$ cat src/rtl/seg_scan.sv
// seg_scan: time-multiplexed scan driver for a multi-digit common-cathode
// 7-segment display. Latches a packed BCD value plus decimal-point mask into
// shadow registers and walks through the digits one slot at a time, with
// optional leading-zero blanking and an all-off gap at the start of each slot.
//
// Control semantics (no handshake back-pressure on this block):
//   load - level-sampled each rising edge; when high the shadow registers
//          capture digits_in/dp_in at that edge, independent of en.
//   en   - while high the slot counter runs; when low the counters clear and
//          all digits are switched off on the next edge.
//   rst  - synchronous, highest priority; discards a simultaneous load.
module seg_scan #(
    parameter int DIGITS    = 4,
    parameter int DIV       = 50000,
    parameter int BLANK_CYC = 1,
    parameter int BLANK_LZ  = 1
) (
    input  logic                  clk,
    input  logic                  rst,
    input  logic                  en,
    input  logic                  load,
    input  logic [4*DIGITS-1:0]   digits_in,
    input  logic [DIGITS-1:0]     dp_in,
    output logic [4:0]            data_out,
    output logic                  dp_out,
    output logic [DIGITS-1:0]     dig_sel
);

    localparam int CW = (DIV > 1) ? $clog2(DIV) : 1;
    localparam int IW = $clog2(DIGITS);
    localparam logic [CW-1:0] CNT_LAST  = CW'(DIV - 1);
    localparam logic [CW-1:0] BLANK_END = CW'(BLANK_CYC);
    localparam logic [IW-1:0] IDX_LAST  = IW'(DIGITS - 1);
    localparam logic [4:0]    CODE_OFF  = 5'h1F;

    logic [4*DIGITS-1:0] shadow_dig;
    logic [DIGITS-1:0]   shadow_dp;
    logic [CW-1:0]       cnt;
    logic [IW-1:0]       idx;

    logic [DIGITS-1:0]   blank;
    logic                zero_run;
    logic [3:0]          cur_dig;
    logic                cur_dp;
    logic                cur_blank;
    logic                in_gap;
    logic [4:0]          next_data;
    logic [DIGITS-1:0]   next_sel;

    // Shadow registers: capture the display value whenever load is high.
    always_ff @(posedge clk) begin
        if (rst) begin
            shadow_dig <= '0;
            shadow_dp  <= '0;
        end else if (load) begin
            shadow_dig <= digits_in;
            shadow_dp  <= dp_in;
        end
    end

    // Slot counter and digit index; disabled scan restarts from digit 0.
    always_ff @(posedge clk) begin
        if (rst || !en) begin
            cnt <= '0;
            idx <= '0;
        end else if (cnt == CNT_LAST) begin
            cnt <= '0;
            idx <= (idx == IDX_LAST) ? '0 : idx + 1'b1;
        end else begin
            cnt <= cnt + 1'b1;
        end
    end

    // Leading-zero mask: digit i>0 is blanked when it and every digit above
    // it are zero. Digit 0 is never blanked so an all-zero value shows "0".
    always_comb begin
        blank    = '0;
        zero_run = 1'b1;
        for (int i = DIGITS - 1; i >= 1; i--) begin
            zero_run = zero_run & (shadow_dig[4*i +: 4] == 4'd0);
            blank[i] = (BLANK_LZ != 0) && zero_run;
        end
    end

    // Select the digit, dp bit and blank flag for the current index.
    always_comb begin
        cur_dig   = 4'd0;
        cur_dp    = 1'b0;
        cur_blank = 1'b0;
        for (int i = 0; i < DIGITS; i++) begin
            if (idx == IW'(i)) begin
                cur_dig   = shadow_dig[4*i +: 4];
                cur_dp    = shadow_dp[i];
                cur_blank = blank[i];
            end
        end
    end

    // Next output values: anti-ghost gap at slot start, otherwise one digit on.
    always_comb begin
        in_gap    = (BLANK_CYC != 0) && (cnt < BLANK_END);
        next_data = cur_blank ? CODE_OFF : {1'b0, cur_dig};
        next_sel  = in_gap ? '1 : ~(DIGITS'(1) << idx);
    end

    // Registered outputs, one cycle behind the counters. With en low the
    // digits are switched off but the last code/dp are held.
    always_ff @(posedge clk) begin
        if (rst) begin
            data_out <= 5'd0;
            dp_out   <= 1'b0;
            dig_sel  <= '1;
        end else if (!en) begin
            dig_sel  <= '1;
        end else begin
            data_out <= next_data;
            dp_out   <= cur_dp;
            dig_sel  <= next_sel;
        end
    end

endmodule

$ cat config.mk
export PLATFORM = sky130hd
export DESIGN_NAME = seg_scan
export DESIGN_NICKNAME = d
export VERILOG_FILES = /design/src/rtl/seg_scan.sv
export SDC_FILE = /design/constraint.sdc
export NUM_CORES = 1
export LEC_CHECK = 0
export BUFFER_PORTS_ARGS = -buffer_cell sky130_fd_sc_hd__buf_2
export CORE_MARGIN = 3
export CORE_UTILIZATION = 40
export DETAILED_ROUTE_END_ITERATION = 6
export PLACE_DENSITY = 0.62
export SLEW_MARGIN = 20
export SYNTH_ARGS = -nofsm -noshare
export SYNTH_HDL_FRONTEND = slang
export SYNTH_SLANG_ARGS = --single-unit
$ cat constraint.sdc
create_clock -name clk -period 2.7 [get_ports clk]
set_clock_uncertainty 0.1 [all_clocks]
set_input_delay 0.135 -clock clk [delete_from_list [all_inputs] [get_ports clk]]
set_output_delay 0.135 -clock clk [all_outputs]
set_load 0.02 [all_outputs]
==> flow_metrics.tcl, run 1 <==
set metrics [dict create \
    gr-total-overflow 0 \
    start_util 0.430 \
    peakVddDrop_uv 287 \
    synth_top_area_frac 0.455 \
    endpoint_kind "flop" \
    ioPinCount 34 \
    setup_tns_ps 0 \
    yosysSeqAreaShare 0.455 \
    cts-root-buf "clkbuf_8" \
    synth_cells 238 \
    criticalPathCategory "reg -> reg" \
    period_minus_slack_ps 2170 \
    rsz0062_at_grt "false" \
    setup_viol 0 \
    synth_common_cells "dfxtp_1, nor2_1, mux2i_1, inv_1, xnor2_1" \
    fin_area_sq_mm 0.00259 \
    rr_endpoint "cnt[12]$_SDFF_PP0_" \
    multiInputGateArea_sq_mm 0.00105 \
    grt_max_degree 28 \
    area_growth_pct 22.7 \
    fmax_ghz 0.461 \
    fillers 498 \
    nets 315 \
    reg2reg_slack_ps 530 \
    floorplan.rows 25 \
    firstDrtPassIters 5 \
    drcViolationCount 0 \
    crit_path_end "cnt[12]$_SDFF_PP0_" \
    place.gp.congestion 0.849 \
    critPathLaunchType "flop" \
    dp_hpwl_um 3010 \
    cts_tree "done" \
    die_h_um 78.7 \
    synth_warnings 0 \
    drt-total-wl_um 4440 \
    wl_per_cell_um 12.6 \
    fin_util 0.528 \
    die_area_sq_mm 0.00619 \
    ys_ff_latch 48 \
    yosys.cell_count.top_type "dfxtp_1" \
    r2r-start "cnt[13]$_SDFF_PP0_" \
    synth_area_sq_mm 0.00211 \
    fin_crit_sh 0.803 \
    cts_buffers 5 \
    port_buffers 33 \
    crit_chain "or4_1 > or4_4 > o21bai_4 > nor2_1" \
    worstPathRequired_ps 2780 \
    grt_use_met3 0.0367 \
    status "complete, no violations" \
    synth_edf_count 0 \
    num_vias 1764 \
    hold_class "in -> reg" \
    dpl_cell_area_sq_mm 0.00231 \
    ant_nets 0 \
    synthArstFlopShare 0 \
    synth.area.top_cells "dfxtp_1, mux2i_1, nor2_1" \
    grt_pass1_vias 1756 \
    grt_pass1_wl_um 7760 \
    synth_nets 268 \
    cp_slowest_stage_delay_ps 580 \
    core_sq_mm 0.00491 \
    synth_ff_type "dfxtp_1" \
    slowest_stage "or4_4" \
    initialDrtViolationCount 89 \
    antennaDiodeCount 0 \
    crit_path_max_fanout 16 \
    use_met2 0.272 \
    top_usage_layer "met2" \
    p_leak_nw 1.01 \
    clock_sinks 48 \
    max_slew.worst_pin.slew_ps 608 \
    synth_area_leader_cell "dfxtp_1" \
    clk_latency_ps 300 \
    drive_gt1_frac 0.150 \
    hold_viol_final 0 \
    synth_cell_type_count 32 \
    drv_slew 0 \
    antenna_found_initial 0 \
    cp.arrival_ps 2240 \
    maxCapViolations 0 \
    area.sequential_sq_um 961 \
    cp-startpoint "cnt[13]$_SDFF_PP0_" \
    clk_pin_slew_ps 80 \
    htree_num_levels 2 \
    syn_avg_cell_area_sq_um 8.87 \
    post_drt_via_cell_ratio 5.00 \
    cts_buffer_depth 2 \
    placed_cells 326 \
    dieWidth_um 78.7 \
    stdcell_count 353 \
    grt.met1_usage 0.187 \
    slew_headroom 0.595 \
    power_density_mw_per_mm2 503 \
    ff2ff_path_depth 4 \
    grt.total_usage 0.157 \
]
-- worst min-delay path by stage --
| stage | slack [ps] | cells after the start | from | endpoint |
|---|---|---|---|---|
| final | 10 | 3 | digits_in[14] | shadow_dig[14]$_SDFFE_PP0P_ |
| after detailed placement | 280 | 3 | digits_in[11] | shadow_dig[11]$_SDFFE_PP0P_ |
| after global placement | 270 | 3 | digits_in[9] | shadow_dig[9]$_SDFFE_PP0P_ |
| after CTS | 5 | 3 | digits_in[14] | shadow_dig[14]$_SDFFE_PP0P_ |
| after floorplan | 180 | 2 | dp_in[0] | shadow_dp[0]$_SDFFE_PP0P_ |
| after global routing | 30 | 3 | digits_in[14] | shadow_dig[14]$_SDFFE_PP0P_ |
-- cell type report --
cell class,instances,area share
clock buffers,6,0.0319
multi-input cells,164,0.404
well taps,67,0.0324
repair buffers,52,0.137
flip-flops and latches,48,0.371
inverters,14,0.0203
clock inverters,2,0.00386
-- critical path, delay by kind of cell (launching register included) --
kind,cells,cell delay [ps]
AOI/OAI and AO/OA,1,360
DFF,1,350
and+or+nand+nor,3,1240
-- metrics by stage --
stage | total power [mW] | worst slack [ps] | hold slack (ps)
2_1_floorplan | 0.832 | 709 | 182
3_3_place_gp | 0.865 | 602 | 266
3_5_place_dp | 0.866 | 548 | 278
4_1_cts | 1.32 | 536 | 4.68
5_1_grt | 1.36 | 459 | 34.6
6_report | 1.30 | 532 | 15.0
-- power breakdown --
group          leakage (nW)  switching (mW)  internal (mW)
clock network        0.0510           0.228          0.204
registers             0.392          0.0160          0.732
logic                 0.566          0.0582         0.0651
total                  1.01           0.302           1.00
-- placed cells by master (no fill, tap or decap), drive strengths merged, types with 2 or more instances in the layout --
master	instances
a21oi	10
a22oi	4
a311oi	4
buf	33
clkbuf	6
clkinv	2
dfxtp	48
dlygate4sd3	19
ha	6
inv	14
mux2i	20
nand2	11
nand2b	2
nand3	9
nand4	5
nor2	45
nor2b	2
nor3	3
nor4	11
o21ai	6
or4	2
xnor2	13
-- layer usage --
layer | wire [um] | vias up | share of wire
met4 | 72 | 0 | 0.016
met5 | 0 | - | 0
met2 | 2110 | 33 | 0.47
li1 | - | 919 | -
met3 | 196 | 7 | 0.044
met1 | 2060 | 805 | 0.46
-- flip-flops by register name (all words and copies together), names as in the netlist --
signal / cells
data_out: 5
dp_out: 1
idx: 2
cnt: 16
shadow_dig: 16
shadow_dp: 4
dig_sel: 4
-- logic make-up after synthesis --
kind of cell,after synthesis,synth area share
xor gates and xnor gates,14,0.0581
muxes,20,0.0948
adders and majority gates,6,0.0355
DFF,48,0.455
buffers and inverters,26,0.0498
and+or+nand+nor,93,0.207
AOI/OAI and AO/OA,31,0.0995
-- timing repair --
| item | CTS | global route |
|---|---|---|
| hold buffers | 19 | 0 |
| hold endpoints to repair | 19 | 0 |
| setup buffers | 0 | 0 |
| resized for setup | 0 | 0 |
No activity file was read; power rests on OpenSTA's default activity.
==> run 2: changes to the inputs <==
- ABC_AREA: unset -> 1
- clock period: 2.7 -> 2 ns (I/O delays scaled with it)
==> run 2 against run 1 <==
  * Final area up 5.6%
  * Via count up 15%
  * Combinational power up 36%
  * Non-clock buffer count unchanged
==> flow_metrics.tcl, run 2 <==
set metrics [dict create \
    fin_util 0.523 \
    total_power_mw 1.93 \
    antenna_found_initial 0 \
    port_buffers 33 \
    place.gp.congestion 0.834 \
    firstDrtPassIters 4 \
    clock_sinks 48 \
    holdWs_ps 16.0 \
    cts_buffers 5 \
    cts_tree "done" \
    criticalPathCategory "reg -> reg" \
    area_growth_pct 24.0 \
    cp_slowest_stage_delay_ps 400 \
    synth_area_leader_cell "dfxtp_1" \
    crit_chain "inv_1 > ha_1 > inv_1 > nand2_1 > nand2_1 > nand2_1 > nand2_1 > nand2_1 > nand2_1 > nand2_1" \
    status "complete, no violations" \
    synth_area_sq_mm 0.00221 \
    drcViolationCount 0 \
    worstPathRequired_ps 2100 \
    ant_nets 0 \
    clk_latency_ps 300 \
    synth_nets 332 \
    peakVddDrop_uv 311 \
    gr-total-overflow 0 \
    stdcell_count 424 \
    cts-root-buf "clkbuf_8" \
    endpoint_kind "flop" \
    fmax_ghz 0.584 \
    dpl_cell_area_sq_mm 0.00243 \
    yosys.cell_count.top_type "nand2_1" \
    slew_headroom 0.659 \
    grt_max_degree 25 \
    power_density_mw_per_mm2 705 \
    hold_viol_final 0 \
    syn_avg_cell_area_sq_um 7.31 \
    synth.area.top_cells "dfxtp_1, nand2_1, nor2_1" \
    period_minus_slack_ps 1710 \
    synth_warnings 0 \
    hold_class "in -> reg" \
    drt-total-wl_um 4970 \
    placed_cells 398 \
    synth_common_cells "nand2_1, nor2_1, dfxtp_1, o21ai_0, a21oi_1" \
    cts_buffer_depth 2 \
    maxCapViolations 0 \
    post_drt_via_cell_ratio 4.77 \
    grt_pass1_vias 1801 \
    drive_gt1_frac 0.172 \
    initialDrtViolationCount 112 \
    wl_per_cell_um 11.7 \
    htree_num_levels 2 \
    cp.arrival_ps 1810 \
    layout_setup_ws_ps 287 \
    layout_common_cells "nand2_1, nor2_1, dfxtp_1, buf_2, o21ai_0" \
    grt_pass1_wl_um 8310 \
    synth_cell_type_count 28 \
    fin_crit_sh 0.857 \
    grt.total_usage 0.166 \
    yosysSeqAreaShare 0.435 \
    num_vias 2022 \
    drv_slew 0 \
    slowest_stage "dfxtp_1" \
    nets 383 \
    dieWidth_um 80.3 \
    synthArstFlopShare 0 \
    setup_viol 0 \
    crit_path_max_fanout 8 \
    critPathLaunchType "flop" \
    die_h_um 80.3 \
    cpMostUsedCell "nand2_1" \
    top_regs "cnt: 16 flops, shadow_dig: 16 flops, data_out: 5 flops" \
    core_sq_mm 0.00524 \
    max_slew.worst_pin.slew_ps 511 \
    rsz0062_at_grt "false" \
    mostFrequentLayoutCell "nand2_1" \
    ioPinCount 34 \
    crit_family "simple AND/OR/NAND/NOR gates" \
    synth_edf_count 0 \
    synth_ff_type "dfxtp_1" \
    synth_top_area_frac 0.435 \
    start_util 0.422 \
    floorplan.rows 26 \
    clk_pin_slew_ps 90 \
    p_leak_nw 1.14 \
    crit_buf_inv 2 \
    ys_ff_latch 48 \
    pre_cts_slack_ps 297 \
    die_area_sq_mm 0.00645 \
    synth_cells 302 \
    dp_hpwl_um 3550 \
    fin_area_sq_mm 0.00274 \
    setup_tns_ps 0 \
    antennaDiodeCount 0 \
]
[run 2: cell types whose count changed after synthesis, moves of 10 or more]
cell,change
a21oi_1,+14
mux2i_1,-20
nand2_1,+45
nand3_1,+14
nor4_1,-10
o21ai_0,+19
xnor2_1,-11
[run 2: layout make-up]
cell class	instances	area [sq um]
fill	514	2500
multi-input combinational	216	1100
sequential	48	961
timing repair buffer	52	353
inverter	30	113
clock buffer	7	96.3
tap	70	87.6
clock inverter	1	30.0
[run 2: kinds of logic after synthesis]
family / synth area share
fa+ha+maj: 0.0340
flops: 0.435
compound gates: 0.127
simple gates: 0.320
buf+inv: 0.0680
xor+xnor: 0.0159
[run 2: timing repair]
action | 4_1_cts | 5_1_grt
hold buffers | 18 | 0
buffers inserted | 0 | 0
hold endpoints to repair | 18 | 0
gates resized for setup | 0 | 0
[run 2: worst paths after layout]
check                                              start                           to  cells past startpoint  slack, ps
worst min-delay path                       digits_in[10]  shadow_dig[10]$_SDFFE_PP0P_                      3         20
worst max-delay path                 idx[0]$_SDFFE_PP0N_     data_out[0]$_SDFFE_PP0P_                     10        290
worst min register to register  data_out[1]$_SDFFE_PP0P_     data_out[1]$_SDFFE_PP0P_                      2        350
worst max register to register       idx[0]$_SDFFE_PP0N_     data_out[0]$_SDFFE_PP0P_                     10        290
[run 2: worst min-delay path: stages]
cell,delay (ps)
buf_2,80
o21ai_0,90
a21oi_1,120
[run 2: report_power, final]
part	switching [mW]	total [mW]	leakage (nW)	internal, mW
combinational	0.0899	0.167	0.680	0.0767
sequential	0.0186	1.01	0.393	0.990
clock	0.314	0.755	0.0645	0.441
[run 2: per-layer routing]
metal / vias to the layer above / share of wire / track usage
met5: - / 0 / 0
met4: 0 / 0.015 / 0.0608
met3: 6 / 0.058 / 0.0460
met2: 43 / 0.41 / 0.243
met1: 893 / 0.52 / 0.232
li1: 1080 / - / -
==> run 3: changes to the inputs <==
- CAP_MARGIN: unset -> 20
- CORE_MARGIN: 3 -> 4
- REMOVE_ABC_BUFFERS: unset -> 1
==> run 3 against run 2 <==
  * Sequential power hardly changed
  * Combinational power is essentially flat
  * Final area up 1.2%
  * Register-to-register slack improved by 50 ps
  * Via count fell by 3.2%
  * Flip-flop and latch count stayed put
  * Global-route usage fell by 0.74 points
  * Non-clock buffer count stayed put
  * Wire length is 0.84% lower
==> flow_metrics.tcl, run 3 (same netlist as run 2, synthesis figures left out) <==
set metrics [dict create \
    antenna_found_initial 0 \
    fmax_ghz 0.602 \
    max_slew.worst_pin.slew_ps 516 \
    start_util 0.422 \
    status "complete, no violations" \
    multiInputGateArea_sq_mm 0.00110 \
    p_int_mw 1.69 \
    criticalPathCategory "reg -> reg" \
    period_minus_slack_ps 1660 \
    drive_gt1_frac 0.172 \
    rsz0062_at_grt "false" \
    antennaDiodeCount 0 \
    drcViolationCount 0 \
    nets 383 \
    layout_common_cells "nand2_1, nor2_1, dfxtp_1, buf_2, o21ai_0" \
    grt.total_usage 0.159 \
    clock_sinks 48 \
    switchingPower_mw 0.437 \
    wl_per_cell_um 11.6 \
    clkPwrFrac 0.448 \
    worstPathRequired_ps 2110 \
    setup_viol 0 \
    endpoint_kind "flop" \
    mostFrequentLayoutCell "nand2_1" \
    grt_max_degree 28 \
    cts_tree "done" \
    fin_crit_sh 0.830 \
    core_sq_mm 0.00524 \
    top_regs "cnt: 16 flops, shadow_dig: 16 flops, data_out: 5 flops" \
    cts_buffer_depth 2 \
    cp.arrival_ps 1770 \
    peakVddDrop_uv 327 \
    cts_resized 0 \
    cts_buffers 5 \
    r2r-start "idx[1]$_SDFFE_PP0N_" \
    dp_hpwl_um 3590 \
    total_power_mw 2.13 \
    crit_path_end "data_out[0]$_SDFFE_PP0P_" \
    clk_latency_ps 310 \
    ant_nets 0 \
    clk_pin_slew_ps 90 \
    fillers 512 \
    hold_viol_final 0 \
    slew_headroom 0.655 \
    cp-startpoint "idx[1]$_SDFFE_PP0N_" \
    setup_tns_ps 0 \
    dieWidth_um 82.3 \
    htree_num_levels 2 \
    grt_pass1_vias 1830 \
    gr-total-overflow 0 \
    ff2ff_path_depth 12 \
    p_sw_frac 0.205 \
    drv_slew 0 \
    initialDrtViolationCount 77 \
    floorplan.rows 26 \
    power_frac_comb 0.078 \
    grt_pass1_wl_um 8160 \
    place.gp.congestion 0.822 \
    port_buffers 33 \
    area_growth_pct 25.4 \
    firstDrtPassIters 5 \
    crit_path_max_fanout 8 \
    ioPinCount 34 \
    reg2reg_slack_ps 340 \
    cts-root-buf "clkbuf_8" \
    pwr-share-seq 0.474 \
    hold_class "in -> reg" \
    maxCapViolations 0 \
    rr_endpoint "data_out[0]$_SDFFE_PP0P_" \
    p_leak_nw 1.15 \
    post_drt_via_cell_ratio 4.62 \
    critPathLaunchType "flop" \
    area.sequential_sq_um 961 \
    power_density_mw_per_mm2 769 \
    die_area_sq_mm 0.00677 \
    die_h_um 82.3 \
    num_vias 1957 \
    fin_util 0.529 \
    drt-total-wl_um 4930 \
]
run 3: cell types whose count changed in the layout (fill, tap and decap cells not counted), sizes merged:
cell	previous run	this run
bufinv	1	3
clkbuf	7	5
run 3: how the worst min path moves through the flow:
stage / startpoint / slack, ps / cells after the start / to
5_1_grt: dp_in[1] / 10 / 3 / shadow_dp[1]$_SDFFE_PP0P_
3_5_place_dp: digits_in[1] / 230 / 3 / shadow_dig[1]$_SDFFE_PP0P_
6_report: dp_in[1] / 7 / 3 / shadow_dp[1]$_SDFFE_PP0P_
3_3_place_gp: dp_in[3] / 230 / 3 / shadow_dp[3]$_SDFFE_PP0P_
2_1_floorplan: digits_in[11] / 130 / 2 / shadow_dig[11]$_SDFFE_PP0P_
4_1_cts: dp_in[1] / 3 / 3 / shadow_dp[1]$_SDFFE_PP0P_
run 3: layout make-up:
cell class,instances,share of cell area
sequential,48,0.347
clock inverter,3,0.0325
clock buffer,5,0.0248
tap,70,0.0316
multi-input combinational,216,0.396
timing repair buffer,52,0.127
inverter,30,0.0407
run 3: worst max-delay path: stages, from the launching register on:
cell	delay [ps]
dfxtp_1	380
inv_1	80
ha_1	250
inv_2	130
nor2_1	50
nand3_1	70
nand2_1	50
nand2_1	50
nand2_1	50
nand2_1	150
nand2_1	80
nand2_1	70
nand2_1	50
run 3: per-layer routing:
metal | GRT usage | routed length [um]
met5 | 0 | 0
met1 | 0.208 | 2480
met2 | 0.252 | 2210
met3 | 0.0456 | 176
met4 | 0.0498 | 60
run 3: repair_timing:
item / CTS / global route
endpoints found under the hold margin: 18 / 0
buffers inserted: 0 / 0
hold buffers: 18 / 0
run 3: power by group through the flow:
stage,sequential (mW),clock (mW),combinational (mW)
finish,1.01,0.954,0.167
floorplan,1.03,0,0.0771
global placement,1.03,0,0.140
CTS,1.01,0.976,0.168
global route,1.01,1.02,0.190
detailed placement,1.03,0,0.140
run 3: metrics by stage:
stage          area [sq um]  hold WS, ps  worst slack, ps  instances
2_1_floorplan          2170          135              570        294
3_3_place_gp           2430          225              360        398
3_5_place_dp           2430          229              347        398
4_1_cts                2770         2.58              336        424
5_1_grt                2770         11.2              138        424
6_report               2770         7.40              340        424
